--- src/rtl/unified_mem_arbiter_if.sv ---
// CPU-side and memory-side signal bundle of the unified memory arbiter.
// The slave modport is the arbiter's view; master is the CPU/memory environment.
interface unified_mem_arbiter_if #(
    parameter int NB_WORD = 32,
    parameter int NB_ADDR = 32,
    parameter int NB_CNT  = 16
) ();
    logic               i_if_req;
    logic [NB_ADDR-1:0] i_if_addr;
    logic               o_if_gnt;
    logic               o_if_rvalid;
    logic [NB_WORD-1:0] o_if_rdata;

    logic               i_d_req;
    logic               i_d_we;
    logic [3:0]         i_d_be;
    logic [NB_ADDR-1:0] i_d_addr;
    logic [NB_WORD-1:0] i_d_wdata;
    logic               o_d_gnt;
    logic               o_d_rvalid;
    logic [NB_WORD-1:0] o_d_rdata;

    logic               o_mem_en;
    logic               o_mem_we;
    logic [3:0]         o_mem_be;
    logic [NB_ADDR-1:0] o_mem_addr;
    logic [NB_WORD-1:0] o_mem_wdata;
    logic [NB_WORD-1:0] i_mem_rdata;

    logic [NB_CNT-1:0]  o_conflict_cnt;

    modport slave (
        input  i_if_req, i_if_addr,
        output o_if_gnt, o_if_rvalid, o_if_rdata,
        input  i_d_req, i_d_we, i_d_be, i_d_addr, i_d_wdata,
        output o_d_gnt, o_d_rvalid, o_d_rdata,
        output o_mem_en, o_mem_we, o_mem_be, o_mem_addr, o_mem_wdata,
        input  i_mem_rdata,
        output o_conflict_cnt
    );

    modport master (
        output i_if_req, i_if_addr,
        input  o_if_gnt, o_if_rvalid, o_if_rdata,
        output i_d_req, i_d_we, i_d_be, i_d_addr, i_d_wdata,
        input  o_d_gnt, o_d_rvalid, o_d_rdata,
        input  o_mem_en, o_mem_we, o_mem_be, o_mem_addr, o_mem_wdata,
        output i_mem_rdata,
        input  o_conflict_cnt
    );
endinterface

--- src/rtl/unified_mem_arbiter.sv ---
// Single-port memory arbiter: data port wins by default, fetch is forced through
// after MAX_IF_WAIT denied cycles; read data is steered to the port that issued it.
module unified_mem_arbiter #(
    parameter int NB_WORD     = 32,
    parameter int NB_ADDR     = 32,
    parameter int MAX_IF_WAIT = 4,
    parameter int NB_CNT      = 16
) (
    input  logic                  i_clock,
    input  logic                  i_reset,
    unified_mem_arbiter_if.slave  bus
);
    typedef enum logic [1:0] {
        OWN_NONE = 2'd0,
        OWN_IF   = 2'd1,
        OWN_D    = 2'd2
    } owner_e;

    localparam logic [3:0] MAX_WAIT = 4'(MAX_IF_WAIT);

    logic [3:0]        starve_q, starve_d;
    owner_e            owner_q, owner_d;
    logic [NB_CNT-1:0] conflict_q, conflict_d;

    logic if_gnt, d_gnt, force_if, if_rvalid, d_rvalid;

    always_comb begin
        force_if = (starve_q == MAX_WAIT);
        // Outputs are gated by reset so nothing leaks out while it is held.
        d_gnt    = !i_reset && bus.i_d_req && !(bus.i_if_req && force_if);
        if_gnt   = !i_reset && bus.i_if_req && !d_gnt;

        starve_d = 4'd0;
        if (bus.i_if_req && !if_gnt)
            starve_d = force_if ? starve_q : starve_q + 4'd1;

        owner_d = OWN_NONE;
        if (if_gnt)
            owner_d = OWN_IF;
        else if (d_gnt && !bus.i_d_we)
            owner_d = OWN_D;

        conflict_d = conflict_q;
        if (bus.i_if_req && bus.i_d_req && !(&conflict_q))
            conflict_d = conflict_q + NB_CNT'(1);
    end

    always_ff @(posedge i_clock) begin
        if (i_reset) begin
            starve_q   <= 4'd0;
            owner_q    <= OWN_NONE;
            conflict_q <= '0;
        end else begin
            starve_q   <= starve_d;
            owner_q    <= owner_d;
            conflict_q <= conflict_d;
        end
    end

    assign if_rvalid = !i_reset && (owner_q == OWN_IF);
    assign d_rvalid  = !i_reset && (owner_q == OWN_D);

    assign bus.o_if_gnt    = if_gnt;
    assign bus.o_d_gnt     = d_gnt;
    assign bus.o_if_rvalid = if_rvalid;
    assign bus.o_d_rvalid  = d_rvalid;
    assign bus.o_if_rdata  = if_rvalid ? bus.i_mem_rdata : {NB_WORD{1'b0}};
    assign bus.o_d_rdata   = d_rvalid  ? bus.i_mem_rdata : {NB_WORD{1'b0}};

    // Fetches are always full-word reads with no write payload.
    assign bus.o_mem_en    = if_gnt | d_gnt;
    assign bus.o_mem_we    = d_gnt & bus.i_d_we;
    assign bus.o_mem_be    = d_gnt ? bus.i_d_be : (if_gnt ? 4'hF : 4'h0);
    assign bus.o_mem_addr  = d_gnt ? bus.i_d_addr :
                             (if_gnt ? bus.i_if_addr : {NB_ADDR{1'b0}});
    assign bus.o_mem_wdata = d_gnt ? bus.i_d_wdata : {NB_WORD{1'b0}};

    assign bus.o_conflict_cnt = i_reset ? {NB_CNT{1'b0}} : conflict_q;
endmodule
--- src/flat_wrapper.sv ---
// flat-port wrapper written by rule: the top's interface ports become plain ports
module unified_mem_arbiter_flat 
#(
    parameter int NB_WORD     = 32,
    parameter int NB_ADDR     = 32,
    parameter int MAX_IF_WAIT = 4,
    parameter int NB_CNT      = 16
)
  (i_clock, i_reset, bus_i_if_req, bus_i_if_addr, bus_o_if_gnt, bus_o_if_rvalid, bus_o_if_rdata, bus_i_d_req, bus_i_d_we, bus_i_d_be, bus_i_d_addr, bus_i_d_wdata, bus_o_d_gnt, bus_o_d_rvalid, bus_o_d_rdata, bus_o_mem_en, bus_o_mem_we, bus_o_mem_be, bus_o_mem_addr, bus_o_mem_wdata, bus_i_mem_rdata, bus_o_conflict_cnt);
  unified_mem_arbiter_if #(.NB_WORD(NB_WORD), .NB_ADDR(NB_ADDR), .NB_CNT(NB_CNT)) bus_i ();
  input  logic i_clock;
  input  logic i_reset;
  input wire logic [$bits(bus_i.i_if_req)-1:0] bus_i_if_req;
  input wire logic [$bits(bus_i.i_if_addr)-1:0] bus_i_if_addr;
  output wire logic [$bits(bus_i.o_if_gnt)-1:0] bus_o_if_gnt;
  output wire logic [$bits(bus_i.o_if_rvalid)-1:0] bus_o_if_rvalid;
  output wire logic [$bits(bus_i.o_if_rdata)-1:0] bus_o_if_rdata;
  input wire logic [$bits(bus_i.i_d_req)-1:0] bus_i_d_req;
  input wire logic [$bits(bus_i.i_d_we)-1:0] bus_i_d_we;
  input wire logic [$bits(bus_i.i_d_be)-1:0] bus_i_d_be;
  input wire logic [$bits(bus_i.i_d_addr)-1:0] bus_i_d_addr;
  input wire logic [$bits(bus_i.i_d_wdata)-1:0] bus_i_d_wdata;
  output wire logic [$bits(bus_i.o_d_gnt)-1:0] bus_o_d_gnt;
  output wire logic [$bits(bus_i.o_d_rvalid)-1:0] bus_o_d_rvalid;
  output wire logic [$bits(bus_i.o_d_rdata)-1:0] bus_o_d_rdata;
  output wire logic [$bits(bus_i.o_mem_en)-1:0] bus_o_mem_en;
  output wire logic [$bits(bus_i.o_mem_we)-1:0] bus_o_mem_we;
  output wire logic [$bits(bus_i.o_mem_be)-1:0] bus_o_mem_be;
  output wire logic [$bits(bus_i.o_mem_addr)-1:0] bus_o_mem_addr;
  output wire logic [$bits(bus_i.o_mem_wdata)-1:0] bus_o_mem_wdata;
  input wire logic [$bits(bus_i.i_mem_rdata)-1:0] bus_i_mem_rdata;
  output wire logic [$bits(bus_i.o_conflict_cnt)-1:0] bus_o_conflict_cnt;
  assign bus_i.i_if_req = bus_i_if_req;
  assign bus_i.i_if_addr = bus_i_if_addr;
  assign bus_o_if_gnt = bus_i.o_if_gnt;
  assign bus_o_if_rvalid = bus_i.o_if_rvalid;
  assign bus_o_if_rdata = bus_i.o_if_rdata;
  assign bus_i.i_d_req = bus_i_d_req;
  assign bus_i.i_d_we = bus_i_d_we;
  assign bus_i.i_d_be = bus_i_d_be;
  assign bus_i.i_d_addr = bus_i_d_addr;
  assign bus_i.i_d_wdata = bus_i_d_wdata;
  assign bus_o_d_gnt = bus_i.o_d_gnt;
  assign bus_o_d_rvalid = bus_i.o_d_rvalid;
  assign bus_o_d_rdata = bus_i.o_d_rdata;
  assign bus_o_mem_en = bus_i.o_mem_en;
  assign bus_o_mem_we = bus_i.o_mem_we;
  assign bus_o_mem_be = bus_i.o_mem_be;
  assign bus_o_mem_addr = bus_i.o_mem_addr;
  assign bus_o_mem_wdata = bus_i.o_mem_wdata;
  assign bus_i.i_mem_rdata = bus_i_mem_rdata;
  assign bus_o_conflict_cnt = bus_i.o_conflict_cnt;
  unified_mem_arbiter #(.NB_WORD(NB_WORD), .NB_ADDR(NB_ADDR), .MAX_IF_WAIT(MAX_IF_WAIT), .NB_CNT(NB_CNT)) u_core (.i_clock(i_clock), .i_reset(i_reset), .bus(bus_i));
endmodule
--- config.mk ---
export PLATFORM = sky130hd
export DESIGN_NAME = unified_mem_arbiter_flat
export DESIGN_NICKNAME = d
export VERILOG_FILES = /design/src/rtl/unified_mem_arbiter_if.sv /design/src/rtl/unified_mem_arbiter.sv /design/src/flat_wrapper.sv
export SDC_FILE = /design/constraint.sdc
export NUM_CORES = 1
export LEC_CHECK = 0
export CAP_MARGIN = 30
export CORE_AREA = 2 2 114 116
export CTS_CLUSTER_DIAMETER = 80
export CTS_CLUSTER_SIZE = 10
export DETAILED_ROUTE_END_ITERATION = 8
export DIE_AREA = 0 0 116 118
export MAX_ROUTING_LAYER = met4
export PLACE_DENSITY = 0.58
export SLEW_MARGIN = 0
export SYNTH_ARGS = -nofsm -noshare
export SYNTH_HDL_FRONTEND = slang
export SYNTH_SLANG_ARGS = --single-unit
--- constraint.sdc ---
create_clock -name i_clock -period 2.3 [get_ports i_clock]
set_input_delay 0.46 -clock i_clock [delete_from_list [all_inputs] [get_ports i_clock]]
set_output_delay 0.46 -clock i_clock [all_outputs]
set_load 0.02 [all_outputs]
=== Word level (Yosys, flattened, before mapping) ===
Cells that the tools add are included.

* Flip-flop bits (word level): 22
* Bits of input ports: 137
* Output and inout port bits: 154
* Logic and storage cells: 42

* Add/sub/neg operators: 2
* Eq/ne operators: 3
* Muxes and demuxes: 10
* Bitwise logic cells: 3
* Reductions and logical operators: 20

{| class="wikitable"
|+ Operators with widths
! operator !! count
|-
| 32-bit 2-to-1 mux || 5
|-
| 16-bit by 1-bit adder with 16-bit output, second input constant || 1
|-
| 16-bit 2-to-1 mux || 1
|-
| 16-bit AND reduction || 1
|-
| 1-bit logical AND || 11
|-
| 4-bit 2-to-1 mux || 2
|-
| 1-bit logical NOT || 6
|-
| 4-bit by 1-bit adder with 4-bit output, second input constant || 1
|-
| 4-bit by 3-bit == test with 1-bit output, second input constant || 1
|-
| 2-bit OR reduction || 2
|-
| 2-bit by 1-bit == test with 1-bit output, second input constant || 1
|-
| 2-bit == test, second input constant || 1
|-
| 2-bit 2-to-1 mux || 1
|-
| 1-bit bitwise AND || 1
|-
| 1-bit 2-to-1 mux || 1
|-
| 1-bit NOT || 1
|-
| 1-bit bitwise OR || 1
|}

=== Logic depth before layout (Yosys ltp) ===
Gate-level depths: netlist (run 1).

* Depth in word-level cells: 10
* Depth in mapped cells: 9
* Depth with buffers taken out: 7

=== Least setup slack after synthesis (run 1) ===
Ideal clock, no wire load.

* Path kind: reg-to-output
* Start point: register u_core.starve_q[0]
* End point: output port bus_o_mem_addr[23]
* Arrival: 1.803 ns
* Required time: 1.840 ns
* Setup slack: 0.037 ns
* Stages on the path, launching flop included: 9
* Path buffers: 2
* Cells stage by stage: dfxtp_1 inv_1 ha_1 nand2_1 nor2_1 o211a_1 clkbuf_1 clkbuf_1 a22o_1

* Longest elaborated chain between the ends: 8

{| class="wikitable"
|+ Ends and longest elaborated chain
! element !! RTL line !! text
|-
| start: declaration || unified_mem_arbiter.sv:21 || <nowiki>logic [3:0] starve_q, starve_d;</nowiki>
|-
| start signal: assignment || unified_mem_arbiter.sv:54 || <nowiki>starve_q <= starve_d;</nowiki>
|-
| 4-bit by 3-bit == test with 1-bit output || unified_mem_arbiter.sv:28 || <nowiki>force_if = (starve_q == MAX_WAIT);</nowiki>
|-
| 1-bit logical AND || unified_mem_arbiter.sv:30 || <nowiki>d_gnt = !i_reset && bus.i_d_req && !(bus.i_if_req && force_if);</nowiki>
|-
| 1-bit logical NOT || unified_mem_arbiter.sv:30 ||
|-
| 1-bit logical AND || unified_mem_arbiter.sv:30 ||
|-
| 1-bit logical NOT || unified_mem_arbiter.sv:31 || <nowiki>if_gnt = !i_reset && bus.i_if_req && !d_gnt;</nowiki>
|-
| 1-bit logical AND || unified_mem_arbiter.sv:31 ||
|-
| named net bus_o_if_gnt || flat_wrapper.sv:15 || <nowiki>output wire logic [$bits(bus_i.o_if_gnt)-1:0] bus_o_if_gnt;</nowiki>
|-
| 32-bit 2-to-1 mux || unified_mem_arbiter.sv:75 || <nowiki>(if_gnt ? bus.i_if_addr : {NB_ADDR{1'b0}});</nowiki>
|-
| 32-bit 2-to-1 mux || unified_mem_arbiter.sv:74 || <nowiki>assign bus.o_mem_addr = d_gnt ? bus.i_d_addr :</nowiki>
|-
| end: declaration || flat_wrapper.sv:29 || <nowiki>output wire logic [$bits(bus_i.o_mem_addr)-1:0] bus_o_mem_addr;</nowiki>
|}

The timed path passes the listed nets, and every way through them passes these cells.

=== Worst setup path in the final report (run 1) ===
* Start point: input port i_reset
* End point: output port bus_o_conflict_cnt[15]

* Longest elaborated chain between the ends: 1

{| class="wikitable"
|+ Ends and longest elaborated chain
! element !! RTL line !! text
|-
| start: declaration || flat_wrapper.sv:12 || <nowiki>input logic i_reset;</nowiki>
|-
| 16-bit 2-to-1 mux || unified_mem_arbiter.sv:78 || <nowiki>assign bus.o_conflict_cnt = i_reset ? {NB_CNT{1'b0}} : conflict_q;</nowiki>
|-
| end: declaration || flat_wrapper.sv:32 || <nowiki>output wire logic [$bits(bus_i.o_conflict_cnt)-1:0] bus_o_conflict_cnt;</nowiki>
|}

Every way passes these cells.

==> results.toml, run 1 <==
[timing]
fin_skew_ps = 3.27
final.hold.worst_slack_ps = 519
final.period_utilization_pct = 99.3
timing_hold_violations_final = 0
layout_min_cycle_time_ps = 2280
grt_setup_unrepaired = "true"
tightest_slew_ps = 518
setup-violations-final = 0
fmaxAchievable_ghz = 0.438
finalMaxSlewViolations = 0
max_slew_margin_pct = 65.2

[die]
initial_core_util_pct = 18.0
die_h_um = 118
core_um2 = 12400
dieArea_um2 = 13700
die-width_um = 116
floorplan.rows = 41
design.portCount = 291

[synth]
yosys_warnings = 0
yosys.area.top_type_share_pct = 27.2
yosysUniqueCellTypes = 44
yosys-top-cells-area = "sky130_fd_sc_hd__and2_1, sky130_fd_sc_hd__dfxtp_1, sky130_fd_sc_hd__a22o_1"
synthCells = 295
synth_largest_area_cell = "sky130_fd_sc_hd__and2_1"
yosysSeqAreaShare_pct = 19.8
netlist_area_um2 = 2230
synth_fp_nets = 435
synth.ff_latch_count = 22
syn-mean-instance-area_um2 = 7.56

[route]
detail-route-antenna-nets = 0
top_layer = "met4"
wl_met1_um = 5550
routed-via-count = 3278
drc = 0
wirelength_um = 14300
initialDrtViolationCount = 150
routed-wl-met2_um = 7560
route.detailed.wl_per_inst_um = 18.5
met3RoutedLength_um = 964
vias_per_cell = 4.25
drt_pre_antenna_iters = 4

[job]
drv.max_cap_violation_count = 0

[worst_setup_path]
crit_path_start_kind = "primary input"
crit_arrival_ps = 1820
worstPathCellList = "dlygate4sd2_1, buf_8, and2b_2, clkdlybuf4s50_1"
path_class = "in2out"
slowest_delay_ps = 540
cpMaxStageDelayCell = "sky130_fd_sc_hd__clkdlybuf4s50_1"
cp_max_fo = 32
critical_path.n_buffers_inverters = 3
worst_setup_path_end_kind = "output port"
data_required_critical_path_ps = 1840
cpLargestDelayFamily = "buffers and inverters"

[cells_and_area]
register_area_um2 = 443
antennaDiodeCount = 0
fillerInstances = 1275
syn_to_final_growth_pct = 146
layout.cells.non_filler = 771
layout_nets = 740
post_route_cells_drive_above_1_share_pct = 33.1
multi_input_comb_area_um2 = 1750
finish.utilization_pct = 44.2

[power]
fin_total_pwr_mw = 1.50
power_density_nw_per_um2 = 272
leakage_nw = 2.53
worst_ir_drop_vdd_mv = 0.259

[clocking]
number_of_levels_the_h_tree_was_split_into = 1
clk_pin_slew_ps = 60
clkLatencyLatePin_ps = 260
tritoncts_buffers = 3
tritoncts_clock_tree = "done"
clk_root_buffer_cell = "sky130_fd_sc_hd__clkbuf_16"
cts.sink_count = 22
ctsLongestPathBuffers = 2

[global_route]
grt.total_usage_pct = 20.0
first_global_vias = 3248
globalRoute.totalOverflow = 0
largest_net_degree_at_the_start_of_global_routing = 34
antenna_found_initial = 0
grt_pass1_wl_um = 19900

[placement]
placed_cells = 756
gp_routability_congestion = 0.914
post-dp-hpwl_um = 11800
numPortBuffers = 290

[min_path]
hp-class = "reg2reg"

[outcome]
outcome = "finished, final reports clean"
[cells by family (layout without fill, tap and decap cells)]
kind of cell | count (synthesis) | in the layout | synth area share (%)
and+or+nand+nor | 180 | 180 | 49.4
AOI/OAI and AO/OA | 50 | 50 | 18.1
buffers and inverters | 30 | 334 | 6.12
DFF | 22 | 22 | 19.8
muxes | 9 | 9 | 4.55
adders and majority gates | 3 | 3 | 1.68
xor gates and xnor gates | 1 | 1 | 0.393
[cells in the final DEF (no fill, tap or decap), drive strengths merged, types with 5 or more instances in the layout]
| cell | count |
|---|---|
| clkdlybuf4s50 | 145 |
| buf | 103 |
| and2 | 97 |
| clkbuf | 34 |
| clkdlybuf4s15 | 33 |
| a22o | 32 |
| nor2 | 23 |
| dfxtp | 22 |
| nor2b | 14 |
| nand2 | 11 |
| mux2 | 9 |
| nor3 | 8 |
| inv | 8 |
| dlygate4sd2 | 6 |
| nand3 | 5 |
[layout make-up]
| cell class | instances | share of cell area (%) |
|---|---|---|
| Timing Repair Buffer | 322 | 54.0 |
| Inverter | 8 | 0.593 |
| Multi-Input combinational cell | 243 | 31.8 |
| Sequential cell | 22 | 8.07 |
| Clock buffer | 4 | 1.62 |
| Tap cell | 172 | 3.92 |
[worst register-to-register path: cells and delay by family, from the launching register on]
family,cells,cell delay (ps)
flops,1,370
simple gates,3,820
mux,1,330
fa+ha+maj,1,220
[cells in the mapped netlist (all sizes together)]
library cell	number
a211oi	1
mux2	9
o21ai	4
clkbuf	18
o21a	3
a21oi	3
nand3	5
xnor2	1
or4	2
nor3	8
o211a	2
nor3b	4
and2b	1
nand4	4
nor4	3
o22ai	1
a22o	32
or3b	2
a21o	2
ha	3
and3	1
nand2	11
nor2b	14
dfxtp	22
nor2	23
o41ai	1
buf	4
a311oi	1
inv	8
and4	2
or3	2
nor4b	1
and2	97
[timing repair]
item,CTS,global route
pin swaps,5,4
resized for setup,467,49
buffers inserted,3,2
gates cloned,3,3
hold buffers,0,0
endpoints found under the setup margin,154,91
[final timing paths]
check	from	to	slack (ps)	cells after the start
setup / recovery	i_reset	bus_o_conflict_cnt[15]	20	4
hold / removal	u_core.starve_q[0]$_SDFFE_PP0P_	u_core.starve_q[0]$_SDFFE_PP0P_	520	2
setup reg to reg	u_core.conflict_q[0]$_SDFFE_PP0P_	u_core.conflict_q[4]$_SDFFE_PP0P_	440	5
hold reg to reg	u_core.starve_q[0]$_SDFFE_PP0P_	u_core.starve_q[0]$_SDFFE_PP0P_	520	2
[flip-flops by register name (all words and copies together), names as in the netlist]
signal / count
u_core.conflict_q: 16
u_core.owner_q: 2
u_core.starve_q: 4
[metrics by stage]
| stage | cell area (um^2) | setup TNS [ps] | worst slack (ps) |
|---|---|---|---|
| after floorplan | 2230 | 0 | 36.5 |
| final | 5490 | 0 | 15.9 |
| after global placement | 5510 | -70080 | -578 |
| after detailed placement | 5510 | -72590 | -607 |
| after global routing | 5490 | -311 | -40.1 |
| after CTS | 5530 | -1.36 | -1.36 |
[where the power goes]
group | total, mW | leakage [nW] | internal, mW | switching (mW)
Combinational | 0.697 | 2.31 | 0.400 | 0.297
Sequential | 0.390 | 0.179 | 0.386 | 0.00388
Clock | 0.409 | 0.0442 | 0.266 | 0.143
Total | 1.50 | 2.53 | 1.05 | 0.444
[per-layer routing]
metal	track usage, %	vias up
met5	-	-
met4	3.27	0
met3	5.30	14
met2	36.3	136
met1	22.0	1502
li1	-	1626
No activity file was read; power rests on OpenSTA's default activity.
==> inputs of run 2 (changes only) <==
- PLACE_DENSITY: 0.58 -> unset
- SKIP_LAST_GASP: unset -> 1
- SLEW_MARGIN: 0 -> unset
==> run 2 against run 1 <==
The run now ends with setup timing left. Core utilization fell by 0.30 points. Register-to-register slack barely moved. Flip-flop and latch count did not move. Maximum frequency fell by 3.8%. Die area did not move. Critical path depth rose by 6. Worst hold slack improved by 2.4 ps. Wire length fell by 2.1%. Clock skew fell by 0.92 ps. Clock power rose by 1%. Sequential share of layout area rose by 0.056 points. Largest power group unchanged. Highest routed layer unchanged.
==> results.toml, run 2 (same netlist as run 1, synthesis figures left out) <==
[outcome]
outcome = "finished with violations"
failed_checks = "setup timing"

[global_route]
grt.total_usage_pct = 20.0
globalRoute.totalOverflow = 0
grt_pass1_wl_um = 20100
antenna_found_initial = 0
largest_net_degree_at_the_start_of_global_routing = 34
first_global_vias = 3361

[clocking]
clkLatencyLatePin_ps = 260
tritoncts_buffers = 3
tritoncts_clock_tree = "done"
cts.sink_count = 22
clk_pin_slew_ps = 60
number_of_levels_the_h_tree_was_split_into = 1
clk_root_buffer_cell = "sky130_fd_sc_hd__clkbuf_16"
ctsLongestPathBuffers = 2

[worst_setup_path]
cpMaxStageDelayCell = "sky130_fd_sc_hd__dfxtp_2"
terminus_of_the_critical_flop_to_flop_path = "u_core.conflict_q[4]$_SDFFE_PP0P_"
data_required_critical_path_ps = 1840
path_common_cell = "sky130_fd_sc_hd__buf_6"
r2r_cells = 5
reg2reg_setup_slack_ps = 440
crit_startpoint = "u_core.starve_q[0]$_SDFFE_PP0P_"
worstPathCellList = "inv_2, ha_4, nand2_4, nor2_4, buf_6, o211a_4, buf_4, buf_12, a22o_1, buf_6"
crit_path_end = "bus_o_mem_addr[28]"
crit_path_start_kind = "register"
path_class = "reg2out"
slowest_delay_ps = 330
cp_max_fo = 9
worst_setup_path_end_kind = "output port"
crit_arrival_ps = 1910
timing.rr.start = "u_core.conflict_q[0]$_SDFFE_PP0P_"

[power]
clock_power_share_pct = 27.7
switching_power_mw = 0.448
comb_power_share_pct = 46.3
cellInternalPower_mw = 1.05
power_density_nw_per_um2 = 275
seq_power_share_pct = 26.0
switching_share_pct = 29.9
leakage_nw = 2.57
worst_ir_drop_vdd_mv = 0.271

[cells_and_area]
antennaDiodeCount = 0
post_route_cells_drive_above_1_share_pct = 27.7
fillerInstances = 1254
fin_area_um2 = 5450
syn_to_final_growth_pct = 144
largest_reg_flops = 16
mostFrequentLayoutCells = "sky130_fd_sc_hd__clkdlybuf4s50_1, sky130_fd_sc_hd__and2_1, sky130_fd_sc_hd__clkbuf_2, sky130_fd_sc_hd__a22o_1, sky130_fd_sc_hd__clkdlybuf4s15_1"
largest_register = "u_core.conflict_q"
layout_nets = 743
layout.cells.non_filler = 774
most_common_library_cell_in_the_layout_ignoring_fill_and_taps = "sky130_fd_sc_hd__clkdlybuf4s50_1"
reg_top3 = "u_core.conflict_q (16), u_core.starve_q (4), u_core.owner_q (2)"

[timing]
tightest_slew_ps = 514
layout_setup_ws_ps = -73.3
final.hold.worst_slack_ps = 521
setup-violations-final = 14
timing.setup.tns_ps = -837
finalMaxSlewViolations = 0
timing_hold_violations_final = 0
max_slew_margin_pct = 65.5
final.period_utilization_pct = 103
fin_skew_ps = 2.35
layout_min_cycle_time_ps = 2370
grt_setup_unrepaired = "true"
fmaxAchievable_ghz = 0.421

[min_path]
hp-class = "reg2reg"

[die]
floorplan.rows = 41
core_um2 = 12400
dieArea_um2 = 13700
die_h_um = 118
initial_core_util_pct = 18.0
die-width_um = 116
design.portCount = 291

[placement]
gp_routability_congestion = 0.892
post-dp-hpwl_um = 11700
numPortBuffers = 290
placed_cells = 757
place_area_um2 = 5460
detailedPlace.worstSlack_ps = -521

[route]
drc = 0
wirelength_um = 14000
initialDrtViolationCount = 88
vias_per_cell = 4.28
detail-route-antenna-nets = 0
drt_pre_antenna_iters = 4
route.detailed.wl_per_inst_um = 18.1
routed-via-count = 3312

[job]
drv.max_cap_violation_count = 0
-- run 2: changes by cell type in the layout (fill, tap and decap cells not counted), sizes merged, moves of 4 or more --
cell	delta
buf	-30
clkbuf	+26
clkdlybuf4s15	+4
clkdlybuf4s50	-10
dlygate4sd2	+13
-- run 2: worst min path at each step --
stage | startpoint | end | slack, ps | depth (start not counted)
after floorplan | u_core.starve_q[0]$_SDFFE_PP0P_ | u_core.starve_q[0]$_SDFFE_PP0P_ | 430 | 1
after global placement | u_core.starve_q[0]$_SDFFE_PP0P_ | u_core.starve_q[0]$_SDFFE_PP0P_ | 500 | 2
after detailed placement | u_core.starve_q[3]$_SDFFE_PP0P_ | u_core.starve_q[3]$_SDFFE_PP0P_ | 510 | 2
after CTS | u_core.starve_q[0]$_SDFFE_PP0P_ | u_core.starve_q[0]$_SDFFE_PP0P_ | 520 | 2
after global routing | u_core.starve_q[0]$_SDFFE_PP0P_ | u_core.starve_q[0]$_SDFFE_PP0P_ | 540 | 2
final | u_core.starve_q[0]$_SDFFE_PP0P_ | u_core.starve_q[0]$_SDFFE_PP0P_ | 520 | 2
-- run 2: critical path, delay by kind of cell, from the launching register on --
kind / cells / cell delay [ps]
flip-flops: 1 / 330
AO/OA/AOI/OAI: 2 / 480
buffers and inverters: 5 / 580
adder cells (fa/ha/maj): 1 / 160
AND/OR/NAND/NOR: 2 / 110
-- run 2: repair_timing --
| item | in CTS | in global routing |
|---|---|---|
| pin swaps | 5 | 8 |
| gates cloned | 4 | 1 |
| endpoints found under the hold margin | 0 | 0 |
| setup endpoints to repair | 153 | 131 |
| resized for setup | 297 | 158 |
| hold buffers | 0 | 0 |
| buffers inserted | 8 | 2 |
-- run 2: power groups by stage --
stage               clock network [mW]  registers, mW  logic [mW]
detailed placement                   0          0.397       0.704
CTS                              0.423          0.389       0.688
floorplan                            0          0.397       0.236
finish                           0.415          0.389       0.695
global route                     0.437          0.389       0.732
global placement                     0          0.397       0.699
-- run 2: layer usage --
| metal | track usage (%) | vias to the layer above | wire, um |
|---|---|---|---|
| li1 | - | 1633 | - |
| met1 | 20.7 | 1534 | 5060 |
| met2 | 37.6 | 135 | 7700 |
| met3 | 6.02 | 10 | 1090 |
| met4 | 2.60 | 0 | 148 |
| met5 | - | - | 0 |
-- run 2: through the flow --
stage	power [mW]	util (%)
after floorplan	0.632	-
after global routing	1.56	43.9
after CTS	1.50	44.7
after detailed placement	1.10	44.0
after global placement	1.10	44.0
final	1.50	43.9
-- run 2: area by class of cell --
cell class / instances / area [um^2] / share of cell area (%)
Timing Repair Buffer: 325 / 2970 / 54.5
Tap cell: 172 / 215 / 3.95
Sequential cell: 22 / 443 / 8.13
Multi-Input combinational cell: 243 / 1700 / 31.2
Inverter: 8 / 32.5 / 0.597
Clock buffer: 4 / 88.8 / 1.63
